File: config.mk
export PLATFORM = sky130hd
export DESIGN_NAME = seg_display_sampler_flat
export DESIGN_NICKNAME = d
export VERILOG_FILES = /design/src/rtl/seg_pkg.sv /design/src/rtl/seg_display_sampler_if.sv /design/src/rtl/seg7_decode.sv /design/src/rtl/seg_display_sampler.sv /design/src/flat_wrapper.sv
export SDC_FILE = /design/constraint.sdc
export NUM_CORES = 1
export LEC_CHECK = 0
export BUFFER_PORTS_ARGS = -buffer_cell sky130_fd_sc_hd__clkbuf_2
export CORE_ASPECT_RATIO = 1.5
export CORE_MARGIN = 2
export CORE_UTILIZATION = 58
export CTS_CLUSTER_SIZE = 25
export DETAILED_ROUTE_END_ITERATION = 8
export HOLD_SLACK_MARGIN = 0.03
export PLACE_DENSITY = 0.79
export SYNTH_ARGS = -nofsm -noshare
export SYNTH_HDL_FRONTEND = slang
export SYNTH_SLANG_ARGS = --single-unit
File: constraint.sdc
create_clock -name clock -period 4.2 [get_ports clock]
set_input_delay 0.42 -clock clock [delete_from_list [all_inputs] [get_ports clock]]
set_output_delay 0.42 -clock clock [all_outputs]
set_load 0.01 [all_outputs]
File: src/rtl/seg_pkg.sv
// Shared widths, active-low segment constants and the 0-F segment decode table
// used by the display sampler.
package seg_pkg;

  localparam int unsigned SEG_W = 7;
  localparam int unsigned NIB_W = 4;

  localparam logic [SEG_W-1:0] SEG_0     = 7'h40;
  localparam logic [SEG_W-1:0] SEG_1     = 7'h79;
  localparam logic [SEG_W-1:0] SEG_2     = 7'h24;
  localparam logic [SEG_W-1:0] SEG_3     = 7'h30;
  localparam logic [SEG_W-1:0] SEG_4     = 7'h19;
  localparam logic [SEG_W-1:0] SEG_5     = 7'h12;
  localparam logic [SEG_W-1:0] SEG_6     = 7'h02;
  localparam logic [SEG_W-1:0] SEG_7     = 7'h78;
  localparam logic [SEG_W-1:0] SEG_8     = 7'h00;
  localparam logic [SEG_W-1:0] SEG_9     = 7'h10;
  localparam logic [SEG_W-1:0] SEG_A     = 7'h08;
  localparam logic [SEG_W-1:0] SEG_B     = 7'h03;
  localparam logic [SEG_W-1:0] SEG_C     = 7'h46;
  localparam logic [SEG_W-1:0] SEG_D     = 7'h21;
  localparam logic [SEG_W-1:0] SEG_E     = 7'h06;
  localparam logic [SEG_W-1:0] SEG_F     = 7'h0E;
  localparam logic [SEG_W-1:0] SEG_BLANK = 7'h7F;

  // Returns {invalid, nibble}; unknown patterns decode to nibble 0 with invalid set.
  function automatic logic [NIB_W:0] seg_decode(input logic [SEG_W-1:0] seg);
    logic [NIB_W:0] r;
    r = {1'b1, 4'h0};
    case (seg)
      SEG_0: r = {1'b0, 4'h0};
      SEG_1: r = {1'b0, 4'h1};
      SEG_2: r = {1'b0, 4'h2};
      SEG_3: r = {1'b0, 4'h3};
      SEG_4: r = {1'b0, 4'h4};
      SEG_5: r = {1'b0, 4'h5};
      SEG_6: r = {1'b0, 4'h6};
      SEG_7: r = {1'b0, 4'h7};
      SEG_8: r = {1'b0, 4'h8};
      SEG_9: r = {1'b0, 4'h9};
      SEG_A: r = {1'b0, 4'hA};
      SEG_B: r = {1'b0, 4'hB};
      SEG_C: r = {1'b0, 4'hC};
      SEG_D: r = {1'b0, 4'hD};
      SEG_E: r = {1'b0, 4'hE};
      SEG_F: r = {1'b0, 4'hF};
      default: r = {1'b1, 4'h0};
    endcase
    return r;
  endfunction

endpackage

File: src/rtl/seg_display_sampler_if.sv
// Snapshot output channel of the display sampler: decoded digits, invalid mask,
// and valid/ready handshake.
interface seg_display_sampler_if #(
  parameter int unsigned N_DIGITS = 6
);
  import seg_pkg::*;

  logic [NIB_W*N_DIGITS-1:0] out_value;
  logic [N_DIGITS-1:0]       out_invalid_mask;
  logic                      out_valid;
  logic                      out_ready;

  modport master (
    output out_value,
    output out_invalid_mask,
    output out_valid,
    input  out_ready
  );

  modport slave (
    input  out_value,
    input  out_invalid_mask,
    input  out_valid,
    output out_ready
  );

endinterface

File: src/rtl/seg7_decode.sv
// Combinational single-digit decoder: normalises polarity to active-low, then
// looks the pattern up in the 0-F table.
module seg7_decode
  import seg_pkg::*;
#(
  parameter bit ACTIVE_LOW = 1'b1
) (
  input  logic [SEG_W-1:0] seg,
  output logic [NIB_W-1:0] nibble_c,
  output logic             invalid_c
);

  logic [SEG_W-1:0] seg_al;
  logic [NIB_W:0]   dec;

  always_comb begin
    seg_al    = ACTIVE_LOW ? seg : ~seg;
    dec       = seg_decode(seg_al);
    nibble_c  = dec[NIB_W-1:0];
    invalid_c = dec[NIB_W];
  end

endmodule

File: src/rtl/seg_display_sampler.sv
// Debounces N_DIGITS seven-segment buses and emits each new stable snapshot,
// decoded to hex, on a valid/ready channel with saturating drop accounting.
module seg_display_sampler
  import seg_pkg::*;
#(
  parameter int unsigned N_DIGITS      = 6,
  parameter int unsigned STABLE_CYCLES = 4,
  parameter bit          ACTIVE_LOW    = 1'b1,
  parameter int unsigned OVF_W         = 16
) (
  input  logic                      clock,
  input  logic                      reset,
  input  logic                      enable,
  input  logic [SEG_W*N_DIGITS-1:0] segs_in,
  seg_display_sampler_if.master     snap,
  output logic [OVF_W-1:0]          overflow_count
);

  localparam int unsigned BUS_W = SEG_W * N_DIGITS;
  localparam int unsigned VAL_W = NIB_W * N_DIGITS;
  localparam int unsigned CNT_W = $clog2(STABLE_CYCLES + 1);
  localparam logic [CNT_W-1:0] CNT_MAX = CNT_W'(STABLE_CYCLES);
  // Raw-bus image of every segment dark, in the input polarity.
  localparam logic [BUS_W-1:0] BLANK_BUS =
    ACTIVE_LOW ? {N_DIGITS{SEG_BLANK}} : BUS_W'(0);

  logic [BUS_W-1:0]    seg_q;
  logic [BUS_W-1:0]    last_rep;
  logic [CNT_W-1:0]    stab_cnt;
  logic [VAL_W-1:0]    dec_value_c;
  logic [N_DIGITS-1:0] dec_invalid_c;
  logic                event_c;
  logic                xfer_c;

  for (genvar i = 0; i < N_DIGITS; i++) begin : g_dec
    seg7_decode #(.ACTIVE_LOW(ACTIVE_LOW)) u_dec (
      .seg       (seg_q[SEG_W*i +: SEG_W]),
      .nibble_c  (dec_value_c[NIB_W*i +: NIB_W]),
      .invalid_c (dec_invalid_c[i])
    );
  end

  always_comb begin
    event_c = enable && (stab_cnt == CNT_MAX) && (seg_q != last_rep);
    xfer_c  = snap.out_valid && snap.out_ready;
  end

  // Sampling and stability tracking.
  always_ff @(posedge clock) begin
    if (reset) begin
      seg_q    <= BLANK_BUS;
      last_rep <= BLANK_BUS;
      stab_cnt <= '0;
    end else begin
      seg_q <= segs_in;
      if (!enable)
        stab_cnt <= '0;
      else if (segs_in != seg_q)
        stab_cnt <= CNT_W'(1);
      else if (stab_cnt != CNT_MAX)
        stab_cnt <= stab_cnt + CNT_W'(1);
      if (event_c)
        last_rep <= seg_q;
    end
  end

  // Output register; a blocked event is dropped but still marks last_rep.
  always_ff @(posedge clock) begin
    if (reset) begin
      snap.out_valid        <= 1'b0;
      snap.out_value        <= '0;
      snap.out_invalid_mask <= '0;
      overflow_count        <= '0;
    end else if (event_c) begin
      if (!snap.out_valid || snap.out_ready) begin
        snap.out_valid        <= 1'b1;
        snap.out_value        <= dec_value_c;
        snap.out_invalid_mask <= dec_invalid_c;
      end else if (overflow_count != {OVF_W{1'b1}}) begin
        overflow_count <= overflow_count + OVF_W'(1);
      end
    end else if (xfer_c) begin
      snap.out_valid <= 1'b0;
    end
  end

endmodule

File: src/flat_wrapper.sv
// flat-port wrapper written by rule: the top's interface ports become plain ports
module seg_display_sampler_flat import seg_pkg::*;
#(
  parameter int unsigned N_DIGITS      = 6,
  parameter int unsigned STABLE_CYCLES = 4,
  parameter bit          ACTIVE_LOW    = 1'b1,
  parameter int unsigned OVF_W         = 16
)
  (clock, reset, enable, segs_in, overflow_count, snap_out_value, snap_out_invalid_mask, snap_out_valid, snap_out_ready);
  seg_display_sampler_if #(.N_DIGITS(N_DIGITS)) snap_i ();
  input  logic clock;
  input  logic reset;
  input  logic enable;
  input  logic [SEG_W*N_DIGITS-1:0] segs_in;
  output logic [OVF_W-1:0] overflow_count;
  output wire logic [$bits(snap_i.out_value)-1:0] snap_out_value;
  output wire logic [$bits(snap_i.out_invalid_mask)-1:0] snap_out_invalid_mask;
  output wire logic [$bits(snap_i.out_valid)-1:0] snap_out_valid;
  input wire logic [$bits(snap_i.out_ready)-1:0] snap_out_ready;
  assign snap_out_value = snap_i.out_value;
  assign snap_out_invalid_mask = snap_i.out_invalid_mask;
  assign snap_out_valid = snap_i.out_valid;
  assign snap_i.out_ready = snap_out_ready;
  seg_display_sampler #(.N_DIGITS(N_DIGITS), .STABLE_CYCLES(STABLE_CYCLES), .ACTIVE_LOW(ACTIVE_LOW), .OVF_W(OVF_W)) u_core (.clock(clock), .reset(reset), .enable(enable), .segs_in(segs_in), .snap(snap_i), .overflow_count(overflow_count));
endmodule
==> impl_results.md <==
* Syn nets at 1023
* Placed Cells at 1128
* Antenna diodes at 0
* Clk pwr share at 0.487
* Root buf cell: clkbuf_16
* Fin Setup TNS at 0 ns
* Num CTS Buffers at 17
* Final min period at 2.86 ns
* Max-slew violation count at 0
* Synthesized area at 7890 µm²
* Rel. slew slack at 0.401
* Vias post-DR at 7163
* Mapped Cells at 974
* Final setup fails at 0
* WS Path Type: reg2reg
* Avg Cell Area, Syn at 8.10 µm²
* Tot GR Track Use at 0.276
* Die height at 147 µm
* Setup ws final at 1.34 ns
* Max clock buf depth at 2
* Drt initial violations at 471
* Remaining DRCs at 0
* Worst Path Arrival at 3.16 ns
* IO Pins at 93
* Sequential share of the synthesized area at 0.340
* Worst path max stage delay at 0.72 ns
* Global-route wire length before repair at 32.3 mm
* Vias in the first global route at 6478
* HPWL Detailed at 14.1 mm
* Worst-margin pin slew at 0.898 ns
* Drt pass-1 iters at 5
* Worst path cell trace: xnor2_1 -> nand4_1 -> nor3_1 -> nand3_2 -> nand3_1 -> mux2_2
* Dpl ws at 1.39 ns
* Die Span X at 99.2 µm
* Post-DRT Antenna Nets at 0
* Post-cts gate resize count at 0
* Finished Layout Cells at 1160
* Status: completed
* Row count at 52
* Yosys top cell area share at 0.340
* Area delta synth->final at 10.2%
* Vias/cell at 6.18
* Port bufs at 92
* TritonCTS clock tree: done
* Warnings, synthesis at 0
* Final period util at 0.682
* Sequential Power Share at 0.434
* Final WL at 20.2 mm
* Post-CTS Setup Inserts at 0
* Clock-pin slew on the worst setup and hold paths at 0.06 ns
* Initial antenna violation count at 0
* Highest clock rate at 0.349 GHz
* Hold_buf cts at 0
* Core region area at 13400 µm²
* PwrDens at 366 nW/µm²
* Slowest CP cell: dfxtp_1
* Primary FF master, synth: dfxtp_1
* Final Power at 3.18 mW
* Share of cells above drive strength 1 at 0.204
* Clock latency on the worst-skew pair at 0.42 ns
* #FFs+latches synth at 134
* RePlAce Congestion at 0.926
* RSZ-0062 raised after global routing: false
* Dominant cell type by area after synthesis: dfxtp_1
* Total gr overflow at 0
* CP Launch Type: flip-flop
* Setup crit end kind: flip-flop
* Initial Utilization at 0.589
* Clk_skew at 0.00833 ns
* Max_cap viols at 0
* Hold path cells at 2
* Worst reg-to-reg path cell count at 6
* Area contributors post-synth: dfxtp_1, a21oi_1, xor2_1
* Nets at 1034
* Asr flop ratio synth at 0
* Sw frac at 0.249
* Number of flops mapped to enable cells by yosys at 0
* Leakage at 3.13 nW
* Commonest non-fill, non-tap cell in the layout: dfxtp_1
* Largest net degree at the start of global routing at 85
* Worst ir drop on vdd at 226 µV
* Synth cell types at 77
* Psw at 792 µW
* Clk sinks at 134
* Pint at 2.39 mW
* Drt wl/cell at 17.4 µm
* Comb pwr share at 0.079
* H-Tree Depth at 4
* Die footprint at 14600 µm²
* Crit-path max FO at 27
* Most frequent cells in the layout: dfxtp_1, clkbuf_2, a21oi_1, nor2_1, nor3_1
* Min-Delay Path Class: in2reg
* Fin. Hold Viols at 0
* Critical Path RT at 4.50 ns
[cells by family after synthesis]
| kind of cell | after synthesis | share of synthesized area |
|---|---|---|
| AND/OR/NAND/NOR | 407 | 0.285 |
| AO/OA/AOI/OAI | 211 | 0.176 |
| flip-flops | 134 | 0.340 |
| buffers and inverters | 116 | 0.0733 |
| XOR/XNOR | 93 | 0.107 |
| multiplexers | 10 | 0.0136 |
| adder cells (fa/ha/maj) | 3 | 0.00476 |
[critical path, delay by kind of cell (launching register included)]
kind             cells  cell delay [ns]
XOR/XNOR             1             0.18
flip-flops           1             0.72
multiplexers         1             0.35
AND/OR/NAND/NOR      4             1.49
[sequential cells by signal, summed over array words and instances (netlist names)]
name                          flops
u_core.overflow_count            16
u_core.snap.out_valid             1
u_core.seg_q                     42
u_core.stab_cnt                   3
u_core.snap.out_value            24
u_core.last_rep                  42
u_core.snap.out_invalid_mask      6
[metal layers]
| layer | up-vias | track usage | part of all wire |
|---|---|---|---|
| li1 | 3512 | - | - |
| met1 | 3362 | 0.334 | 0.40 |
| met2 | 243 | 0.473 | 0.51 |
| met3 | 46 | 0.0471 | 0.051 |
| met4 | 0 | 0.132 | 0.040 |
| met5 | - | 0 | 0 |
[power by group through the flow]
| stage | Combinational [mW] | Sequential (mW) | Clock [mW] |
|---|---|---|---|
| after floorplan | 0.247 | 1.33 | 0 |
| after global placement | 0.247 | 1.40 | 0 |
| after detailed placement | 0.249 | 1.40 | 0 |
| after CTS | 0.251 | 1.38 | 1.57 |
| after global routing | 0.274 | 1.39 | 1.63 |
| final | 0.250 | 1.38 | 1.55 |
[area by class of cell]
| type | instances | area, µm² |
|---|---|---|
| flip-flops and latches | 134 | 2680 |
| inverters | 10 | 37.5 |
| well taps | 162 | 203 |
| fillers | 1153 | 4710 |
| multi-input cells | 724 | 4640 |
| repair buffers | 98 | 508 |
| clock inverters | 11 | 149 |
| clock buffers | 21 | 470 |
[cell usage after synthesis (all sizes together), types with 3 or more instances]
library cell,instances
and2,4
xnor2,46
xor2,47
and4,4
mux2,3
a21oi,90
nand4,31
o21a,3
o21ai,24
o22ai,6
o31ai,9
clkbuf,54
nor2b,12
nor4,18
o32ai,3
or3,6
nor3,73
a211oi,20
nor4b,3
or4,7
a41oi,3
nand2,48
dfxtp,134
nor3b,13
mux2i,7
inv,9
nor4bb,7
nand3,27
buf,52
nor2,83
a31oi,18
a21boi,4
nand4b,6
o41ai,4
and3,8
ha,3
nand2b,9
or2,43
a32oi,4
[final timing paths]
check | end | from | slack, ns
worst min-delay path | u_core.seg_q[31] | segs_in[31] | 0.21
worst max register to register | u_core.overflow_count[5] | u_core.seg_q[28] | 1.34
worst min register to register | u_core.snap.out_value[19] | u_core.snap.out_value[19] | 0.46
worst max-delay path | u_core.overflow_count[5] | u_core.seg_q[28] | 1.34
[metrics by stage]
stage | utilization | area [µm²] | hold WS (ns)
final | 0.649 | 8690 | 0.211
after global routing | 0.649 | 8690 | 0.206
after CTS | 0.649 | 8690 | 0.196
after detailed placement | 0.602 | 8070 | 0.453
after global placement | 0.602 | 8070 | 0.442
after floorplan | - | 7890 | 0.457
Note: power is estimated with default switching activity, not from simulation.
